$ cat config.mk
export PLATFORM = sky130hd
export DESIGN_NAME = gfx_bus_master
export DESIGN_NICKNAME = d
export VERILOG_FILES = /design/src/rtl/gfx_bus_master.sv
export SDC_FILE = /design/constraint.sdc
export NUM_CORES = 1
export LEC_CHECK = 0
export CAP_MARGIN = 40
export CELL_PAD_IN_SITES_DETAIL_PLACEMENT = 0
export CELL_PAD_IN_SITES_GLOBAL_PLACEMENT = 1
export CORE_MARGIN = 1.5
export CORE_UTILIZATION = 30
export DETAILED_ROUTE_END_ITERATION = 12
export HOLD_SLACK_MARGIN = 0.02
export PLACE_DENSITY_LB_ADDON = 0.08
export SLEW_MARGIN = 10
export SYNTH_ARGS = -nofsm -noshare
export SYNTH_HDL_FRONTEND = slang
export SYNTH_SLANG_ARGS = --single-unit
$ cat constraint.sdc
create_clock -name clk -period 5.65 [get_ports clk]
set_clock_uncertainty 0.2 [all_clocks]
set_input_delay 1.13 -clock clk [delete_from_list [all_inputs] [get_ports clk]]
set_output_delay 1.13 -clock clk [all_outputs]
set_load 0.05 [all_outputs]
$ cat src/rtl/gfx_bus_master.sv
// gfx_bus_master
// ---------------------------------------------------------------------------
// Bus master for a 6502-style peripheral adapter. It generates a free-running
// phi2 bus clock from the system clock, queues register read/write commands
// in a small FIFO and replays them onto the adapter bus, one command per phi2
// period.
//
// Bus cycle, with cnt counting 0 .. 2*HALF_CYC-1:
//   cnt 0 .. HALF_CYC-1        phi2 low
//   cnt HALF_CYC .. 2*HC-1     phi2 high
//   cnt 2                      chip selected, address/strobe/write data driven
//   cnt 2*HC-1                 read data sampled from the bus
//   cnt 1 (next period)        chip deselected, rd_valid pulses for reads
//
// Ports:
//   clk, rst                   system clock, asynchronous active-high reset
//   cmd_valid/cmd_ready        command push handshake (ready = FIFO not full)
//   cmd_rnw, cmd_addr, cmd_data  command contents (1 = read)
//   rd_valid, rd_data          one-cycle read-back strobe and byte
//   busy                       queued work or bus transaction in progress
//   phi2_o                     bus clock to the adapter
//   cs_o, rs_o, wren_o         chip select (low), register select, write
//                              enable (low = write)
//   data_o, data_oe_o, data_i  split bidirectional data bus
// ---------------------------------------------------------------------------
module gfx_bus_master #(
  parameter int unsigned HALF_CYC   = 25,
  parameter int unsigned FIFO_DEPTH = 4
) (
  input  logic       clk,
  input  logic       rst,
  input  logic       cmd_valid,
  output logic       cmd_ready,
  input  logic       cmd_rnw,
  input  logic [3:0] cmd_addr,
  input  logic [7:0] cmd_data,
  output logic       rd_valid,
  output logic [7:0] rd_data,
  output logic       busy,
  output logic       phi2_o,
  output logic       cs_o,
  output logic [3:0] rs_o,
  output logic       wren_o,
  output logic [7:0] data_o,
  output logic       data_oe_o,
  input  logic [7:0] data_i
);

  localparam int unsigned CNT_W  = $clog2(2 * HALF_CYC);
  localparam int unsigned PTR_W  = $clog2(FIFO_DEPTH);
  localparam int unsigned FILL_W = $clog2(FIFO_DEPTH + 1);

  localparam logic [CNT_W-1:0]  CNT_MAX  = CNT_W'(2 * HALF_CYC - 1);
  localparam logic [CNT_W-1:0]  CNT_HALF = CNT_W'(HALF_CYC);
  localparam logic [CNT_W-1:0]  CNT_ONE  = CNT_W'(1);
  localparam logic [CNT_W-1:0]  CNT_TWO  = CNT_W'(2);
  localparam logic [FILL_W-1:0] FILL_MAX = FILL_W'(FIFO_DEPTH);

  typedef struct packed {
    logic       rnw;
    logic [3:0] addr;
    logic [7:0] data;
  } cmd_t;

  typedef enum logic {
    ST_IDLE   = 1'b0,
    ST_ACTIVE = 1'b1
  } state_t;

  // ---------------------------------------------------------------------
  // Phase counter
  // ---------------------------------------------------------------------
  logic [CNT_W-1:0] cnt_q, cnt_d;

  always_comb begin
    cnt_d = (cnt_q == CNT_MAX) ? '0 : cnt_q + CNT_ONE;
  end

  // ---------------------------------------------------------------------
  // Command FIFO
  // ---------------------------------------------------------------------
  cmd_t              fifo_mem [FIFO_DEPTH];
  logic [PTR_W-1:0]  wr_ptr_q, rd_ptr_q;
  logic [FILL_W-1:0] fill_q;
  logic              push, pop;
  cmd_t              head;
  state_t            state_q;

  assign cmd_ready = (fill_q != FILL_MAX);
  assign push      = cmd_valid && cmd_ready;
  assign head      = fifo_mem[rd_ptr_q];

  // All bus outputs are registered and computed from the next count, so they
  // change together with cnt. The start decision therefore uses the
  // registered fill level during the cycle before cnt==2; a command pushed
  // any later waits a full period.
  assign pop = (state_q == ST_IDLE) && (cnt_d == CNT_TWO) && (fill_q != '0);

  always_ff @(posedge clk) begin
    if (push) begin
      fifo_mem[wr_ptr_q] <= cmd_t'{rnw: cmd_rnw, addr: cmd_addr, data: cmd_data};
    end
  end

  // Pointers wrap naturally because FIFO_DEPTH is a power of two.
  always_ff @(posedge clk or posedge rst) begin
    if (rst) begin
      wr_ptr_q <= '0;
      rd_ptr_q <= '0;
      fill_q   <= '0;
    end else begin
      if (push) wr_ptr_q <= wr_ptr_q + PTR_W'(1);
      if (pop)  rd_ptr_q <= rd_ptr_q + PTR_W'(1);
      if (push && !pop)      fill_q <= fill_q + FILL_W'(1);
      else if (pop && !push) fill_q <= fill_q - FILL_W'(1);
    end
  end

  // ---------------------------------------------------------------------
  // Bus sequencer with registered outputs
  // ---------------------------------------------------------------------
  logic       phi2_q;
  logic       cs_q;
  logic [3:0] rs_q;
  logic       wren_q;
  logic [7:0] data_out_q;
  logic       data_oe_q;
  logic       rd_valid_q;
  logic [7:0] rd_data_q;
  logic       rd_act_q;   // current transaction is a read

  always_ff @(posedge clk or posedge rst) begin
    if (rst) begin
      state_q    <= ST_IDLE;
      cnt_q      <= '0;
      phi2_q     <= 1'b0;
      cs_q       <= 1'b1;
      rs_q       <= 4'h0;
      wren_q     <= 1'b1;
      data_out_q <= 8'h00;
      data_oe_q  <= 1'b0;
      rd_valid_q <= 1'b0;
      rd_data_q  <= 8'h00;
      rd_act_q   <= 1'b0;
    end else begin
      cnt_q      <= cnt_d;
      phi2_q     <= (cnt_d >= CNT_HALF);
      rd_valid_q <= 1'b0;
      case (state_q)
        ST_IDLE: begin
          if (pop) begin
            state_q  <= ST_ACTIVE;
            cs_q     <= 1'b0;
            rs_q     <= head.addr;
            wren_q   <= head.rnw;
            rd_act_q <= head.rnw;
            if (!head.rnw) begin
              data_out_q <= head.data;
              data_oe_q  <= 1'b1;
            end
          end
        end
        ST_ACTIVE: begin
          // Capture the byte the adapter presents in the last high cycle.
          if (rd_act_q && (cnt_q == CNT_MAX)) begin
            rd_data_q <= data_i;
          end
          // Keep the chip selected through cnt==0 so the adapter sees the
          // phi2 fall with valid strobes; release it at cnt==1.
          if (cnt_d == CNT_ONE) begin
            state_q    <= ST_IDLE;
            cs_q       <= 1'b1;
            wren_q     <= 1'b1;
            data_oe_q  <= 1'b0;
            rd_valid_q <= rd_act_q;
          end
        end
        default: state_q <= ST_IDLE;
      endcase
    end
  end

  assign phi2_o    = phi2_q;
  assign cs_o      = cs_q;
  assign rs_o      = rs_q;
  assign wren_o    = wren_q;
  assign data_o    = data_out_q;
  assign data_oe_o = data_oe_q;
  assign rd_valid  = rd_valid_q;
  assign rd_data   = rd_data_q;
  assign busy      = (fill_q != '0) || (state_q == ST_ACTIVE);

endmodule

==> impl_results.md <==
* Status: finished clean
* # IOs at 51
* R2r startpoint: cnt_q[0]
* Die H at around 120 um
* CP max FO at 4
* Asr flop ratio synth at between 40% and 50%
* Synthesis-to-layout area growth at 25.0%
* H-tree depth at 3
* Setup WS post-layout at 2.07 ns
* Gr usage total at 12.0%
* 1st-pass router iterations at 4
* HPWL Detailed at 4700 um
* Minimum clock period at approximately 3.6 ns
* Arrival @ worst endpoint at around 2.3 ns
* Resized cells post-CTS at 0
* Placed cell count at between 400 and 500
* Cell Count, Final, Fillers Out at approximately 450
* Post-synth cell types at 46
* # setup viols final at 0
* Yosys reg bits at 92
* Clk slew on worst S/H paths at approximately 0.06 ns
* # DRC at 0
* Slew margin rel. at approximately half
* Port Buffers at 50
* First-pass GRT wire length at approximately 11000 um
* Initial antenna violation count at 0
* CTS tree: done
* Fin. max-slew vios at 0
* Fraction of layout cells with a size suffix above 1 at 19.2%
* R2R Path End: fill_q[1]
* Critical path launch point type: flop
* Mapped Cells at ~220
* Setup TNS Final at 0 ns
* Prevailing post-synth register cell: edfxtp_1
* R2r setup slk at approximately 2.2 ns
* Root buf cell: clkbuf_16
* Grt total ovfl at 0
* Die ar. at approximately 0.013 mm^2
* Post-synth net total at between 200 and 300
* Max Fclk at between 0.2 and 0.3 GHz
* Maximum VDD drop at ~0.26 mV
* Worst Path Required at around 4.3 ns
* R2R depth at 9
* Post-Synthesis Cell Area at 0.00380 mm^2
* Critical Setup Path Class: flop to primary output
* Switch share at around a quarter
* Wire per inst at 16.1 um
* Fin nets at 308
* CP Capture Type: primary output
* Clk sink count at 92
* Antenna fix cells at 0
* Pleak at between 1.5 and 2 nW
* Max clock buf depth at 2
* Sequential area share after synthesis at about 68%
* Initial DRC Count at 73
* Filler cells at 1135
* Antenna viol nets, final at 0
* Max incr delay on CP at 0.74 ns
* Worst-margin pin slew at just under 0.8 ns
* Crit-path leading delay family: simple AND/OR/NAND/NOR gates
* Worst skew pair latency at approximately 0.33 ns
* Num rows at 40
* RSZ-0062 raised after global routing: no
* Final count of hold timing violations at 0
* RePlAce Congestion at between 0.6 and 0.7
* Max Cap Viol at 0
* Final core occ at about two fifths
* Crit path max-delay cell type: clkdlybuf4s50_1
* Crit-path cells: nor3_1 -> nand2_1 -> clkdlybuf4s50_1
* Worst hold path depth at 2
* Pint at about 1.2 mW
* Crit share post-route at around 63%
* Hold Crit Start: cs_o
* CORE AREA at 0.0122 mm^2
* Post-Route WL at 7210 um
* Yosys warns at 0
* Setup bufs post-CTS at 0
* EDFF count, synth at 52
* Initial Util at 31.2%
* Comb power frac at a little over an eighth
* CTS Hold Bufs at 0
* Fin Hold WS at ~0.27 ns
* Vias at roughly 2000
* Largest net degree at the start of global routing at about 40
* Post-synthesis area per instance at ~17 um^2
* TritonCTS Buffers at 9
* Vias in the first global route at about 2000
* Die width at around 120 um
* Hold crit path type: flop to flop
* Sequential Power Share at 53.4%
* Worst hold endpoint: cs_o
* Power density over the cells at approximately 340 mW/mm^2
* Clock share of power at between 30% and 40%
* Bufs and invs on worst path at 1
* DR vias/cell at approximately 4.5
* Worst slack, placed at between 2 and 2.5 ns
* Switching Power at 392 uW
==> flip-flops by register name (all words and copies together), names as in the netlist <==
name,cells
rd_data,8
data_o,8
fill_q,3
rd_ptr_q,2
wren_o,1
rs_o,4
state_q,1
cs_o,1
rd_valid,1
data_oe_o,1
cnt_q,6
wr_ptr_q,2
rd_act_q,1
fifo_mem,52
phi2_o,1
==> kinds of logic (layout without fill, tap and decap cells) <==
kind of cell    Yosys count  after routing  synth area share (%)
flops                    92             92                  67.5
simple gates             38             38                  6.23
mux                      37             37                  15.1
compound gates           20             20                  4.35
buf+inv                  17             77                  1.91
xor+xnor                  9              9                  2.07
fa+ha+maj                 8              8                  2.83
==> layer usage <==
metal  up-vias  track usage (%)  part of all wire (%)
li1        950                -                     -
met1      1024             16.0                    47
met2        26             18.4                    49
met3         6             3.97                   3.5
met4         0             4.44                   1.2
met5         -                0                     0
==> metrics by stage <==
| stage | power (mW) | cell area [um^2] |
|---|---|---|
| 6_report | 1.59 | 4750 |
| 2_1_floorplan | 0.997 | 3800 |
| 5_1_grt | 1.68 | 4750 |
| 4_1_cts | 1.62 | 4750 |
| 3_5_place_dp | 1.08 | 4490 |
| 3_3_place_gp | 1.08 | 4480 |
==> worst max path at each step <==
stage / from / to / depth (start not counted)
detailed placement: cnt_q[0] / fill_q[1] / 9
floorplan: cnt_q[0] / fill_q[1] / 9
global route: cnt_q[0] / fill_q[1] / 9
global placement: cnt_q[0] / fill_q[1] / 9
finish: fill_q[1] / busy / 3
CTS: fill_q[0] / busy / 3
==> Yosys cell counts, types with 2 or more instances <==
| cell type | instances | area, um^2 |
|---|---|---|
| a21oi_1 | 4 | 20.0 |
| a22o_1 | 2 | 17.5 |
| a31oi_1 | 2 | 12.5 |
| and3_1 | 7 | 43.8 |
| clkbuf_1 | 6 | 22.5 |
| dfrtp_1 | 38 | 951 |
| dfstp_2 | 2 | 52.6 |
| edfxtp_1 | 52 | 1560 |
| ha_1 | 7 | 87.6 |
| inv_1 | 9 | 33.8 |
| mux2_2 | 23 | 259 |
| mux4_1 | 3 | 78.8 |
| mux4_2 | 10 | 225 |
| nand2_1 | 5 | 18.8 |
| nor2_1 | 9 | 33.8 |
| nor3_1 | 3 | 15.0 |
| o21ai_0 | 2 | 10.0 |
| or3_1 | 2 | 12.5 |
| xnor2_1 | 4 | 35.0 |
| xor2_1 | 5 | 43.8 |
==> placed cells by master (no fill, tap or decap), drive strengths merged, types with 3 or more instances in the layout <==
| master | instances |
|---|---|
| a21oi | 4 |
| and3 | 7 |
| clkbuf | 14 |
| clkdlybuf4s50 | 50 |
| dfrtp | 38 |
| edfxtp | 52 |
| ha | 7 |
| inv | 8 |
| mux2 | 23 |
| mux4 | 13 |
| nand2 | 5 |
| nor2 | 9 |
| nor3 | 3 |
| xnor2 | 4 |
| xor2 | 5 |
==> worst register-to-register path: cells and delay by family (launching register included) <==
kind                       cells  cell delay [ns]
DFF                            1             0.47
and+or+nand+nor                3             1.23
buffers and inverters          2             0.17
adders and majority gates      3             1.02
muxes                          1             0.27
==> final cells by class <==
type                    instances  area [um^2]  share of cell area [%]
flip-flops and latches         92         2560                    54.0
clock inverters                 2         12.5                   0.263
clock buffers                  14          244                    5.14
multi-input cells             112         1160                    24.4
repair buffers                 52          523                    11.0
well taps                     168          210                    4.43
inverters                       9         33.8                   0.711
==> power by group through the flow <==
stage | clock network (mW) | logic, mW | registers, mW
finish | 0.537 | 0.207 | 0.851
global route | 0.582 | 0.239 | 0.862
CTS | 0.556 | 0.216 | 0.852
detailed placement | 0 | 0.216 | 0.865
global placement | 0 | 0.216 | 0.864
floorplan | 0 | 0.142 | 0.855
Note: power is estimated with default switching activity, not from simulation.
